==> src/rtl/mult_div_pkg.sv <==
// Shared types and constants for the multi-cycle signed multiply/divide unit.
// Holds the FSM state encoding, the operand/iteration widths and the
// 64-bit accumulator type used for full-width products.
package mult_div_pkg;

    localparam int MD_WIDTH = 32;
    localparam int MD_ITER  = 32;

    typedef enum logic [2:0] {
        IDLE,
        MULT,
        DIV,
        FIX,
        DONE,
        HOLD
    } state_t;

    typedef logic signed [2*MD_WIDTH-1:0] acc_t;

endpackage

==> src/rtl/mult_div_if.sv <==
// Request/result bundle between the main control FSM (master) and the
// multiply/divide unit (slave).
interface mult_div_if;
    import mult_div_pkg::*;

    logic                multOp;
    logic                divOp;
    logic [MD_WIDTH-1:0] a;
    logic [MD_WIDTH-1:0] b;
    logic [MD_WIDTH-1:0] hi;
    logic [MD_WIDTH-1:0] lo;
    logic                busy;
    logic                done;
    logic                div_zero;

    modport master (
        output multOp, divOp, a, b,
        input  hi, lo, busy, done, div_zero
    );

    modport slave (
        input  multOp, divOp, a, b,
        output hi, lo, busy, done, div_zero
    );

endinterface

==> src/rtl/mult_div_div_step.sv <==
// One combinational restoring-division step on unsigned magnitudes:
// shift the next dividend bit into the partial remainder and subtract the
// divisor when it fits.
module div_step
    import mult_div_pkg::*;
(
    input  logic [MD_WIDTH-1:0] rem_i,
    input  logic [MD_WIDTH-1:0] divisor_i,
    input  logic                bit_i,
    output logic [MD_WIDTH-1:0] rem_o,
    output logic                qBit_o
);

    logic [MD_WIDTH:0] shifted;

    // Trial subtraction; the remainder always stays below the divisor, so a
    // modulo-2^32 difference is exact whenever the subtraction is taken.
    always_comb begin
        shifted = {rem_i, bit_i};
        qBit_o  = (shifted >= {1'b0, divisor_i});
        rem_o   = qBit_o ? (shifted[MD_WIDTH-1:0] - divisor_i) : shifted[MD_WIDTH-1:0];
    end

endmodule

==> src/rtl/mult_div_unit.sv <==
// Multi-cycle signed 32-bit multiply/divide unit writing the HI/LO pair.
// Multiply is radix-2 Booth (one step per cycle); divide is restoring
// division on magnitudes with sign fix-up in the FIX state.
// Optional feature macro: MULTDIV_FAST_MULT_EN selects a single-cycle
// combinational 32x32 product instead of the Booth sequence.
module mult_div_unit
    import mult_div_pkg::*;
#(
    parameter int ITER = MD_ITER
) (
    input  logic      clk,
    input  logic      reset_n,
    mult_div_if.slave bus
);

    localparam int CNT_W = $clog2(ITER);

    state_t              state_q, state_d;
    logic [CNT_W-1:0]    cnt_q, cnt_d;
    logic [MD_WIDTH-1:0] accHi_q, accHi_d;
    logic [MD_WIDTH-1:0] accLo_q, accLo_d;
    logic [MD_WIDTH-1:0] mcand_q, mcand_d;
    logic [MD_WIDTH-1:0] hi_q, hi_d;
    logic [MD_WIDTH-1:0] lo_q, lo_d;
    logic                isDiv_q, isDiv_d;
    logic                aNeg_q, aNeg_d;
    logic                bNeg_q, bNeg_d;
    logic                bZero_q, bZero_d;
    logic                busy_q, busy_d;
    logic                done_q, done_d;
    logic                divZero_q, divZero_d;

    logic [MD_WIDTH-1:0] stepRem;
    logic                stepQ;
    acc_t                multResult;

    div_step uDivStep (
        .rem_i     (accHi_q),
        .divisor_i (mcand_q),
        .bit_i     (accLo_q[MD_WIDTH-1]),
        .rem_o     (stepRem),
        .qBit_o    (stepQ)
    );

`ifdef MULTDIV_FAST_MULT_EN
    acc_t fastProd;

    // Full signed product from the latched operands in a single cycle.
    always_comb begin
        fastProd = acc_t'($signed(mcand_q)) * acc_t'($signed(accLo_q));
    end
`else
    logic                boothBit_q, boothBit_d;
    logic [MD_WIDTH:0]   boothSum;
    logic [MD_WIDTH-1:0] boothHi;
    logic [MD_WIDTH-1:0] boothLo;

    // One Booth step: add/subtract the multiplicand on the upper half with a
    // guard bit, then arithmetic-shift {hi, lo, booth bit} right by one.
    always_comb begin
        case ({accLo_q[0], boothBit_q})
            2'b01:   boothSum = {accHi_q[MD_WIDTH-1], accHi_q} + {mcand_q[MD_WIDTH-1], mcand_q};
            2'b10:   boothSum = {accHi_q[MD_WIDTH-1], accHi_q} - {mcand_q[MD_WIDTH-1], mcand_q};
            default: boothSum = {accHi_q[MD_WIDTH-1], accHi_q};
        endcase
        boothHi = boothSum[MD_WIDTH:1];
        boothLo = {boothSum[0], accLo_q[MD_WIDTH-1:1]};
    end
`endif

    // View the working pair as one 64-bit product for the multiply write-back.
    always_comb begin
        multResult = {accHi_q, accLo_q};
    end

    // Next-state and datapath updates; every register holds unless its state says otherwise.
    always_comb begin
        state_d   = state_q;
        cnt_d     = cnt_q;
        accHi_d   = accHi_q;
        accLo_d   = accLo_q;
        mcand_d   = mcand_q;
        hi_d      = hi_q;
        lo_d      = lo_q;
        isDiv_d   = isDiv_q;
        aNeg_d    = aNeg_q;
        bNeg_d    = bNeg_q;
        bZero_d   = bZero_q;
        divZero_d = divZero_q;
`ifndef MULTDIV_FAST_MULT_EN
        boothBit_d = boothBit_q;
`endif

        case (state_q)
            IDLE: begin
                if (bus.multOp) begin
                    mcand_d   = bus.a;
                    accLo_d   = bus.b;
                    accHi_d   = '0;
                    cnt_d     = '0;
                    isDiv_d   = 1'b0;
                    divZero_d = 1'b0;
`ifndef MULTDIV_FAST_MULT_EN
                    boothBit_d = 1'b0;
`endif
                    state_d   = MULT;
                end else if (bus.divOp) begin
                    mcand_d   = bus.b[MD_WIDTH-1] ? -bus.b : bus.b;
                    accLo_d   = bus.a[MD_WIDTH-1] ? -bus.a : bus.a;
                    accHi_d   = '0;
                    cnt_d     = '0;
                    aNeg_d    = bus.a[MD_WIDTH-1];
                    bNeg_d    = bus.b[MD_WIDTH-1];
                    bZero_d   = (bus.b == '0);
                    isDiv_d   = 1'b1;
                    divZero_d = 1'b0;
                    state_d   = DIV;
                end
            end
            MULT: begin
`ifdef MULTDIV_FAST_MULT_EN
                accHi_d = fastProd[2*MD_WIDTH-1:MD_WIDTH];
                accLo_d = fastProd[MD_WIDTH-1:0];
                state_d = FIX;
`else
                accHi_d    = boothHi;
                accLo_d    = boothLo;
                boothBit_d = accLo_q[0];
                cnt_d      = cnt_q + 1'b1;
                if (cnt_q == CNT_W'(ITER - 1)) begin
                    state_d = FIX;
                end
`endif
            end
            DIV: begin
                if (bZero_q) begin
                    divZero_d = 1'b1;
                    state_d   = DONE;
                end else begin
                    accHi_d = stepRem;
                    accLo_d = {accLo_q[MD_WIDTH-2:0], stepQ};
                    cnt_d   = cnt_q + 1'b1;
                    if (cnt_q == CNT_W'(ITER - 1)) begin
                        state_d = FIX;
                    end
                end
            end
            FIX: begin
                if (isDiv_q) begin
                    lo_d = (aNeg_q ^ bNeg_q) ? -accLo_q : accLo_q;
                    hi_d = aNeg_q ? -accHi_q : accHi_q;
                end else begin
                    hi_d = multResult[2*MD_WIDTH-1:MD_WIDTH];
                    lo_d = multResult[MD_WIDTH-1:0];
                end
                state_d = DONE;
            end
            DONE: begin
                state_d = (bus.multOp || bus.divOp) ? HOLD : IDLE;
            end
            HOLD: begin
                if (!bus.multOp && !bus.divOp) begin
                    state_d = IDLE;
                end
            end
            default: begin
                state_d = IDLE;
            end
        endcase

        busy_d = (state_d == MULT) || (state_d == DIV) || (state_d == FIX);
        done_d = (state_d == DONE);
    end

    // State and datapath registers; reset abandons any operation in flight.
    always_ff @(posedge clk or negedge reset_n) begin
        if (!reset_n) begin
            state_q   <= IDLE;
            cnt_q     <= '0;
            accHi_q   <= '0;
            accLo_q   <= '0;
            mcand_q   <= '0;
            hi_q      <= '0;
            lo_q      <= '0;
            isDiv_q   <= 1'b0;
            aNeg_q    <= 1'b0;
            bNeg_q    <= 1'b0;
            bZero_q   <= 1'b0;
            busy_q    <= 1'b0;
            done_q    <= 1'b0;
            divZero_q <= 1'b0;
`ifndef MULTDIV_FAST_MULT_EN
            boothBit_q <= 1'b0;
`endif
        end else begin
            state_q   <= state_d;
            cnt_q     <= cnt_d;
            accHi_q   <= accHi_d;
            accLo_q   <= accLo_d;
            mcand_q   <= mcand_d;
            hi_q      <= hi_d;
            lo_q      <= lo_d;
            isDiv_q   <= isDiv_d;
            aNeg_q    <= aNeg_d;
            bNeg_q    <= bNeg_d;
            bZero_q   <= bZero_d;
            busy_q    <= busy_d;
            done_q    <= done_d;
            divZero_q <= divZero_d;
`ifndef MULTDIV_FAST_MULT_EN
            boothBit_q <= boothBit_d;
`endif
        end
    end

    assign bus.hi       = hi_q;
    assign bus.lo       = lo_q;
    assign bus.busy     = busy_q;
    assign bus.done     = done_q;
    assign bus.div_zero = divZero_q;

endmodule

==> src/flat_wrapper.sv <==
// flat-port wrapper written by rule: the top's interface ports become plain ports
module mult_div_unit_flat import mult_div_pkg::*;
#(
    parameter int ITER = MD_ITER
)
  (clk, reset_n, bus_multOp, bus_divOp, bus_a, bus_b, bus_hi, bus_lo, bus_busy, bus_done, bus_div_zero);
  mult_div_if bus_i ();
  input  logic clk;
  input  logic reset_n;
  input wire logic [$bits(bus_i.multOp)-1:0] bus_multOp;
  input wire logic [$bits(bus_i.divOp)-1:0] bus_divOp;
  input wire logic [$bits(bus_i.a)-1:0] bus_a;
  input wire logic [$bits(bus_i.b)-1:0] bus_b;
  output wire logic [$bits(bus_i.hi)-1:0] bus_hi;
  output wire logic [$bits(bus_i.lo)-1:0] bus_lo;
  output wire logic [$bits(bus_i.busy)-1:0] bus_busy;
  output wire logic [$bits(bus_i.done)-1:0] bus_done;
  output wire logic [$bits(bus_i.div_zero)-1:0] bus_div_zero;
  assign bus_i.multOp = bus_multOp;
  assign bus_i.divOp = bus_divOp;
  assign bus_i.a = bus_a;
  assign bus_i.b = bus_b;
  assign bus_hi = bus_i.hi;
  assign bus_lo = bus_i.lo;
  assign bus_busy = bus_i.busy;
  assign bus_done = bus_i.done;
  assign bus_div_zero = bus_i.div_zero;
  mult_div_unit #(.ITER(ITER)) u_core (.clk(clk), .reset_n(reset_n), .bus(bus_i));
endmodule
==> config.mk <==
export PLATFORM = sky130hd
export DESIGN_NAME = mult_div_unit_flat
export DESIGN_NICKNAME = d
export VERILOG_FILES = /design/src/rtl/mult_div_pkg.sv /design/src/rtl/mult_div_if.sv /design/src/rtl/mult_div_div_step.sv /design/src/rtl/mult_div_unit.sv /design/src/flat_wrapper.sv
export SDC_FILE = /design/constraint.sdc
export NUM_CORES = 1
export LEC_CHECK = 0
export BUFFER_PORTS_ARGS = -buffer_cell sky130_fd_sc_hd__buf_2
export CAP_MARGIN = 0
export CELL_PAD_IN_SITES_DETAIL_PLACEMENT = 1
export CELL_PAD_IN_SITES_GLOBAL_PLACEMENT = 1
export CORE_MARGIN = 2
export CORE_UTILIZATION = 40
export DETAILED_ROUTE_END_ITERATION = 12
export PLACE_DENSITY_LB_ADDON = 0.1
export SYNTH_ARGS = -nofsm -noshare
export SYNTH_HDL_FRONTEND = slang
export SYNTH_SLANG_ARGS = --single-unit
==> constraint.sdc <==
create_clock -name clk -period 5.25 [get_ports clk]
set_input_delay 1.05 -clock clk [delete_from_list [all_inputs] [get_ports clk]]
set_output_delay 1.05 -clock clk [all_outputs]
set_load 0.05 [all_outputs]
**Word level (Yosys, flattened, before mapping)**

Cells that the tools add are included.

- Output and inout bits: 67
- Bits of input ports: 68
- Register bits after elaboration: 176
- Logic and storage cells: 99

- Add/subtract/negate cells: 8
- Eq/ne operators: 17
- Order comparisons: 1
- Reduce and logical (&&, ||, !) cells: 18
- Bitwise gates (word level): 2
- Multiplexer cells: 37

Operator list:

| cell | number |
|---|---|
| 2-to-1 mux 32 bit | 15 |
| case mux 32 bit (3 select lines) | 2 |
| negation 32 bit | 4 |
| case mux 33 bit (2 select lines) | 1 |
| adder 32 x 32 -> 33 bit | 1 |
| greater-or-equal comparator 33 x 32 -> 1 bit | 1 |
| subtractor 32 x 32 -> 33 bit | 1 |
| logical NOT 32 bit | 1 |
| subtractor 32 bit | 1 |
| 2-to-1 mux 3 bit | 6 |
| case mux 3 bit (6 select lines) | 1 |
| 2-to-1 mux 5 bit | 3 |
| case mux 5 bit (3 select lines) | 1 |
| equality test 3 x 2 -> 1 bit (second input constant) | 4 |
| equality test 3 bit (second input constant) | 3 |
| AND reduction 3 bit | 3 |
| equality test 3 x 1 -> 1 bit (second input constant) | 2 |
| 2-to-1 mux 1 bit | 6 |
| != test 3 bit (second input constant) | 2 |
| nonzero test 2 bit | 3 |
| adder 5 x 1 -> 5 bit (second input constant) | 1 |
| equality test 5 bit (second input constant) | 1 |
| != test 2 bit (second input constant) | 2 |
| case mux 1 bit (2 select lines) | 2 |
| other kinds (12) | 16 |

**Depth between registers and ports, before layout**

- Depth after elaboration: 7
- Mapped depth: 17

**Modules after synthesis**

From an unflattened synthesis, not the netlist that was laid out.

- Cell total of the unflattened synthesis: 1928
- Area total of the unflattened synthesis: 15215.8 µm²

Modules (own cells, without submodules):

| module | area each (µm²) | seq. area each (µm²) | instances | cells each |
|---|---|---|---|---|
| mult_div_unit | 12884.9 | 4404.2 | 1 | 1605 |
| div_step | 2331.0 | 0.0 | 1 | 323 |

**Least setup slack after synthesis**

No wires, ideal clock.

- Path kind: flip-flop to flip-flop
- Start: reg u_core.mcand_q[1]
- End: reg u_core.accHi_q[30]
- Stages on the path, launching flop included: 18
- Period minus slack after synthesis: 4.054 ns
- Setup slack: 1.196 ns
- Data arrival time: 3.928 ns
- Data required time: 5.124 ns
- Cell sequence: dfrtp_1 > inv_1 > ha_1 > nor3b_1 > nand2_1 > nor4_1 > a41oi_1 > xnor2_1 > ha_1 > a21oi_1 > nor2b_1 > o21ai_0 > nand2b_1 > a311oi_1 > o221ai_1 > a31oi_1 > xnor2_1 > a221o_1

- Cells in the longest elaborated chain, start to end: 4

Ends and longest elaborated chain:

| element | line | text |
|---|---|---|
| start: declaration | mult_div_unit.sv:22 | `logic [MD_WIDTH-1:0] mcand_q, mcand_d;` |
| start signal: assignment | mult_div_unit.sv:200 | `mcand_q <= mcand_d;` |
| subtractor 32 bit or greater-or-equal comparator 33 x 32 -> 1 bit (tied branches) | mult_div_div_step.sv:21, mult_div_div_step.sv:20 |  |
| 2-to-1 mux 32 bit | mult_div_div_step.sv:21 | `rem_o = qBit_o ? (shifted[MD_WIDTH-1:0] - divisor_i) : shifted[MD_WIDTH-1:0];` |
| 2-to-1 mux 32 bit | mult_div_unit.sv:136 | `if (bZero_q) begin` |
| case mux 32 bit (3 select lines) (*) | mult_div_unit.sv:94 | `case (state_q)` |
| end signal: assignment | mult_div_unit.sv:198 | `accHi_q <= accHi_d;` |
| end: declaration | mult_div_unit.sv:20 | `logic [MD_WIDTH-1:0] accHi_q, accHi_d;` |

Every way passes the cells marked *; elsewhere a longest branch is shown, timed or not. The select of a mux whose other input is x is not followed.
A chain may end at the register's enable or synchronous reset.

**Worst setup path in the final report**

- Start: reg u_core.mcand_q[2]
- End: reg u_core.accHi_q[30]

The elaborated chain is that of the path after synthesis.

==> run_results.csv <==
group,metric,value,unit
floorplanning,coreArea,37400,sq um
critical_path,critical_path.cell_chain,"nor4_1, nand4_1, nor3_1, buf_4, nor2_1, xnor2_1, ha_1, nand4_1, nor3_1, a311oi_1, buf_4, o221ai_1, a31oi_1, xnor2_1, a221o_1",
yosys,synth.top_cell.area_share,29.1,%
critical_path,cp-end-kind,"flop",
critical_path,worst_r2r_path_depth,15,
critical_path,critical_path_source_type,"flop",
detailed_routing,wl_per_cell,21.6,um
timing,post-route-worst-setup-slack,0.510,ns
floorplanning,io_pins,135,
timing,clock_period_minus_worst_slack,4.74,ns
cells_and_area,layout.core_utilization,45.0,%
global_routing,initial_antenna_violation_count,11,
timing,timing.final.setup_violations,0,
yosys,synthArstFlopShare,100,%
global_routing,grt_use_total,28.2,%
clock_tree,cts_htree_levels,4,
yosys,synth_area_per_cell,7.81,sq um
clock_tree,clk_latency,0.48,ns
clock_tree,cts-root-to-sink-buffers,2,
yosys,synth_enable_flop_cells,0,
global_routing,number_of_global_route_vias_before_repair,14700,
place,routabilityCongestion,0.948,
detailed_routing,vias,14800,
yosys,top_ff_cell_synth,"sky130_fd_sc_hd__dfrtp_1",
timing,grt_setup_unrepaired,"no",
timing,maxClockFrequency,0.211,GHz
timing,final.setup.tns,0,ns
yosys,ys_ff_latch,176,
critical_path,cp_data_required_time,5.61,ns
detailed_routing,post_drt_via_cell_ratio,5.85,
cells_and_area,fin_nets,2141,
clock_tree,tritoncts_num_sinks,176,
critical_path,critical_path.slowest_cell,"sky130_fd_sc_hd__nor4_1",
cells_and_area,area_delta_synth_final,11.3,%
yosys,synth_sequential_area_ratio,29.1,%
yosys,synth.net_count,2079,
critical_path,reg2reg_setup_slack,0.51,ns
floorplanning,height_of_the_chip,198,um
floorplanning,fp-row-count,71,
clock_tree,holdBufCountCts,0,
place,pre_cts_ws,0.650,ns
critical_path,cpLargestDelayFamily,"simple AND/OR/NAND/NOR gates",
critical_path,timing.critical_path.arrival,5.10,ns
place,hpwl_after_detailed_placement,41.7,mm
critical_path,rr_startpoint,"u_core.mcand_q[2]",
global_routing,pin_count_of_the_biggest_net_entering_global_routing,128,
detailed_routing,drt_iter0_drc,871,
timing,hold_viol,0,
detailed_routing,routed_wl,54.6,mm
critical_path,crit_path_max_fanout,5,
yosys,synth_top_area_cell,"sky130_fd_sc_hd__dfrtp_1",
flow_run,timing.max_cap.violations,0,
detailed_routing,antenna_left,0,
yosys,postSynthCellCount,1936,
min_path,min-delay-start,"u_core.bus.hi[30]",
timing,min_period_over_period,90.3,%
min_path,hold-path-cell-count,2,
yosys,synth.cell_area,15100,sq um
detailed_routing,drtPass1Iterations,6,
timing,slew-limit-headroom,23.8,%
clock_tree,numCtsBuffers,17,
critical_path,worst_stage_delay_on_the_critical_path,0.84,ns
clock_tree,cts_repair_resize_count,0,
place,place.port_buffers,134,
cells_and_area,drive_above_1_share,11.5,%
floorplanning,die_width,198,um
global_routing,grt_remaining_overflow,0,
clock_tree,root_driver,"sky130_fd_sc_hd__clkbuf_16",
timing,timing.clock.skew,0.0139,ns
floorplanning,die_footprint,39400,sq um
yosys,post_synth_main_area_contributors,"sky130_fd_sc_hd__dfrtp_1, sky130_fd_sc_hd__o21ai_0, sky130_fd_sc_hd__xnor2_1",
timing,slew_viol_final,0,
critical_path,worstReg2RegEnd,"u_core.accHi_q[30]",
timing,worst-slew-pin-transition,1.14,ns
yosys,yosysWarnings,0,
floorplanning,initial_cell_density_of_the_core,40.4,%
critical_path,timing.setup.critical_path_class,"flop to flop",
yosys,synth.lib_cells_used.distinct,76,
min_path,worst_hold_path_type,"flop to flop",
detailed_routing,detail_route.drc_violations,0,
clock_tree,cts_post_setup_buffers_inserted,0,
clock_tree,clk_transition_reported_paths,0.07,ns
global_routing,grt_first_pass_wirelength,85.3,mm
min_path,hold_path_end,"u_core.bus.hi[30]",
status,run_status,"complete, no violations",
clock_tree,clock_tree_from_tritoncts,"built",
critical_path,crit_buf_inv,2,
## worst min-delay path, stage by stage, from the launching register on
cell,delay [ns]
sky130_fd_sc_hd__dfrtp_1,0.34
sky130_fd_sc_hd__nand2_1,0.04
sky130_fd_sc_hd__o21ai_0,0.06
## area by class of cell
cell class / instances / area, sq um
fill: 4629 / 20600
multi-input combinational: 1567 / 10000
sequential: 176 / 4400
timing repair buffer: 162 / 905
tap: 511 / 639
clock buffer: 20 / 467
inverter: 74 / 278
clock inverter: 12 / 123
antenna: 3 / 7.51
## placed cells by master, fill, tap and decap left out, types with 7 or more instances in the layout
master	Yosys	layout
sky130_fd_sc_hd__a211oi_1	11	11
sky130_fd_sc_hd__a21o_1	27	27
sky130_fd_sc_hd__a21oi_1	149	149
sky130_fd_sc_hd__a221oi_1	29	29
sky130_fd_sc_hd__a222oi_1	8	8
sky130_fd_sc_hd__a22o_1	8	8
sky130_fd_sc_hd__a22oi_1	10	10
sky130_fd_sc_hd__a31oi_1	25	25
sky130_fd_sc_hd__and2_1	10	9
sky130_fd_sc_hd__and3_1	13	13
sky130_fd_sc_hd__buf_2	5	132
sky130_fd_sc_hd__buf_4	2	28
sky130_fd_sc_hd__clkbuf_16	0	17
sky130_fd_sc_hd__dfrtp_1	176	176
sky130_fd_sc_hd__ha_1	73	73
sky130_fd_sc_hd__inv_1	74	74
sky130_fd_sc_hd__mux2_2	11	11
sky130_fd_sc_hd__mux2i_1	24	24
sky130_fd_sc_hd__nand2_1	246	245
sky130_fd_sc_hd__nand2b_1	20	20
sky130_fd_sc_hd__nand3_1	24	24
sky130_fd_sc_hd__nand4_1	13	13
sky130_fd_sc_hd__nor2_1	158	157
sky130_fd_sc_hd__nor2b_1	15	14
sky130_fd_sc_hd__nor3_1	35	35
sky130_fd_sc_hd__nor3b_1	8	8
sky130_fd_sc_hd__nor4_1	18	18
sky130_fd_sc_hd__o211ai_1	7	7
sky130_fd_sc_hd__o21a_1	20	20
sky130_fd_sc_hd__o21ai_0	230	229
sky130_fd_sc_hd__o221ai_1	12	12
sky130_fd_sc_hd__o31ai_1	29	29
sky130_fd_sc_hd__o41ai_1	16	16
sky130_fd_sc_hd__or3_1	14	14
sky130_fd_sc_hd__or4_1	8	8
sky130_fd_sc_hd__xnor2_1	116	116
sky130_fd_sc_hd__xor2_1	90	90
## metrics by stage
stage | instance area, sq um | hold slack, ns | cells
global route | 16800 | 0.500 | 2523
detailed placement | 16200 | 0.465 | 2490
floorplan | 15100 | 0.437 | 1936
finish | 16800 | 0.473 | 2525
global placement | 16200 | 0.456 | 2490
CTS | 16800 | 0.480 | 2522
## cells by family (layout without fill, tap and decap cells)
kind of cell    after synthesis  count (layout)  share of synthesized area, %
flops                       176             176                          29.1
mux                          35              35                          2.41
simple gates                607             607                          18.6
compound gates              644             644                          26.7
other cells                   0               3                             0
xor+xnor                    206             206                          11.9
fa+ha+maj                    75              75                          6.31
buf+inv                     193             268                          4.90
## state kept, by name (all words and copies together), names as in the netlist
register,cells
u_core.bus.done,1
u_core.isDiv_q,1
u_core.accHi_q,32
u_core.bus.lo,32
u_core.accLo_q,32
u_core.bus.div_zero,1
u_core.bNeg_q,1
u_core.mcand_q,32
u_core.bZero_q,1
u_core.aNeg_q,1
u_core.bus.busy,1
u_core.boothBit_q,1
u_core.state_q,3
u_core.cnt_q,5
u_core.bus.hi,32
## layer usage
layer / vias up / share of wire, % / GRT usage, %
met2: 266 / 46 / 45.0
met5: - / 0.15 / 0
met4: 12 / 2.1 / 8.21
met3: 72 / 4.0 / 4.17
li1: 7072 / - / -
met1: 7343 / 48 / 39.5
## worst max path at each step
stage | startpoint | end | slack, ns | cells after the start
final | u_core.mcand_q[2] | u_core.accHi_q[30] | 0.51 | 15
after global routing | u_core.mcand_q[2] | u_core.accHi_q[28] | 0.19 | 15
after CTS | u_core.mcand_q[2] | u_core.accHi_q[30] | 0.65 | 15
after detailed placement | u_core.mcand_q[2] | u_core.accHi_q[30] | 0.65 | 15
after global placement | u_core.mcand_q[2] | u_core.accHi_q[30] | 0.86 | 15
after floorplan | u_core.mcand_q[1] | u_core.accHi_q[30] | 1.20 | 17
## synth_stat cells (35+ instances only)
master and number:
sky130_fd_sc_hd__inv_1 74, sky130_fd_sc_hd__nand2_1 246, sky130_fd_sc_hd__xnor2_1 116, sky130_fd_sc_hd__dfrtp_1 176
sky130_fd_sc_hd__ha_1 73, sky130_fd_sc_hd__xor2_1 90, sky130_fd_sc_hd__o21ai_0 230, sky130_fd_sc_hd__clkbuf_1 99
sky130_fd_sc_hd__nor2_1 158, sky130_fd_sc_hd__a21oi_1 149, sky130_fd_sc_hd__nor3_1 35
Power is not shown: default switching activity piles up to over one toggle a cycle in this logic, so the estimate is an artifact.
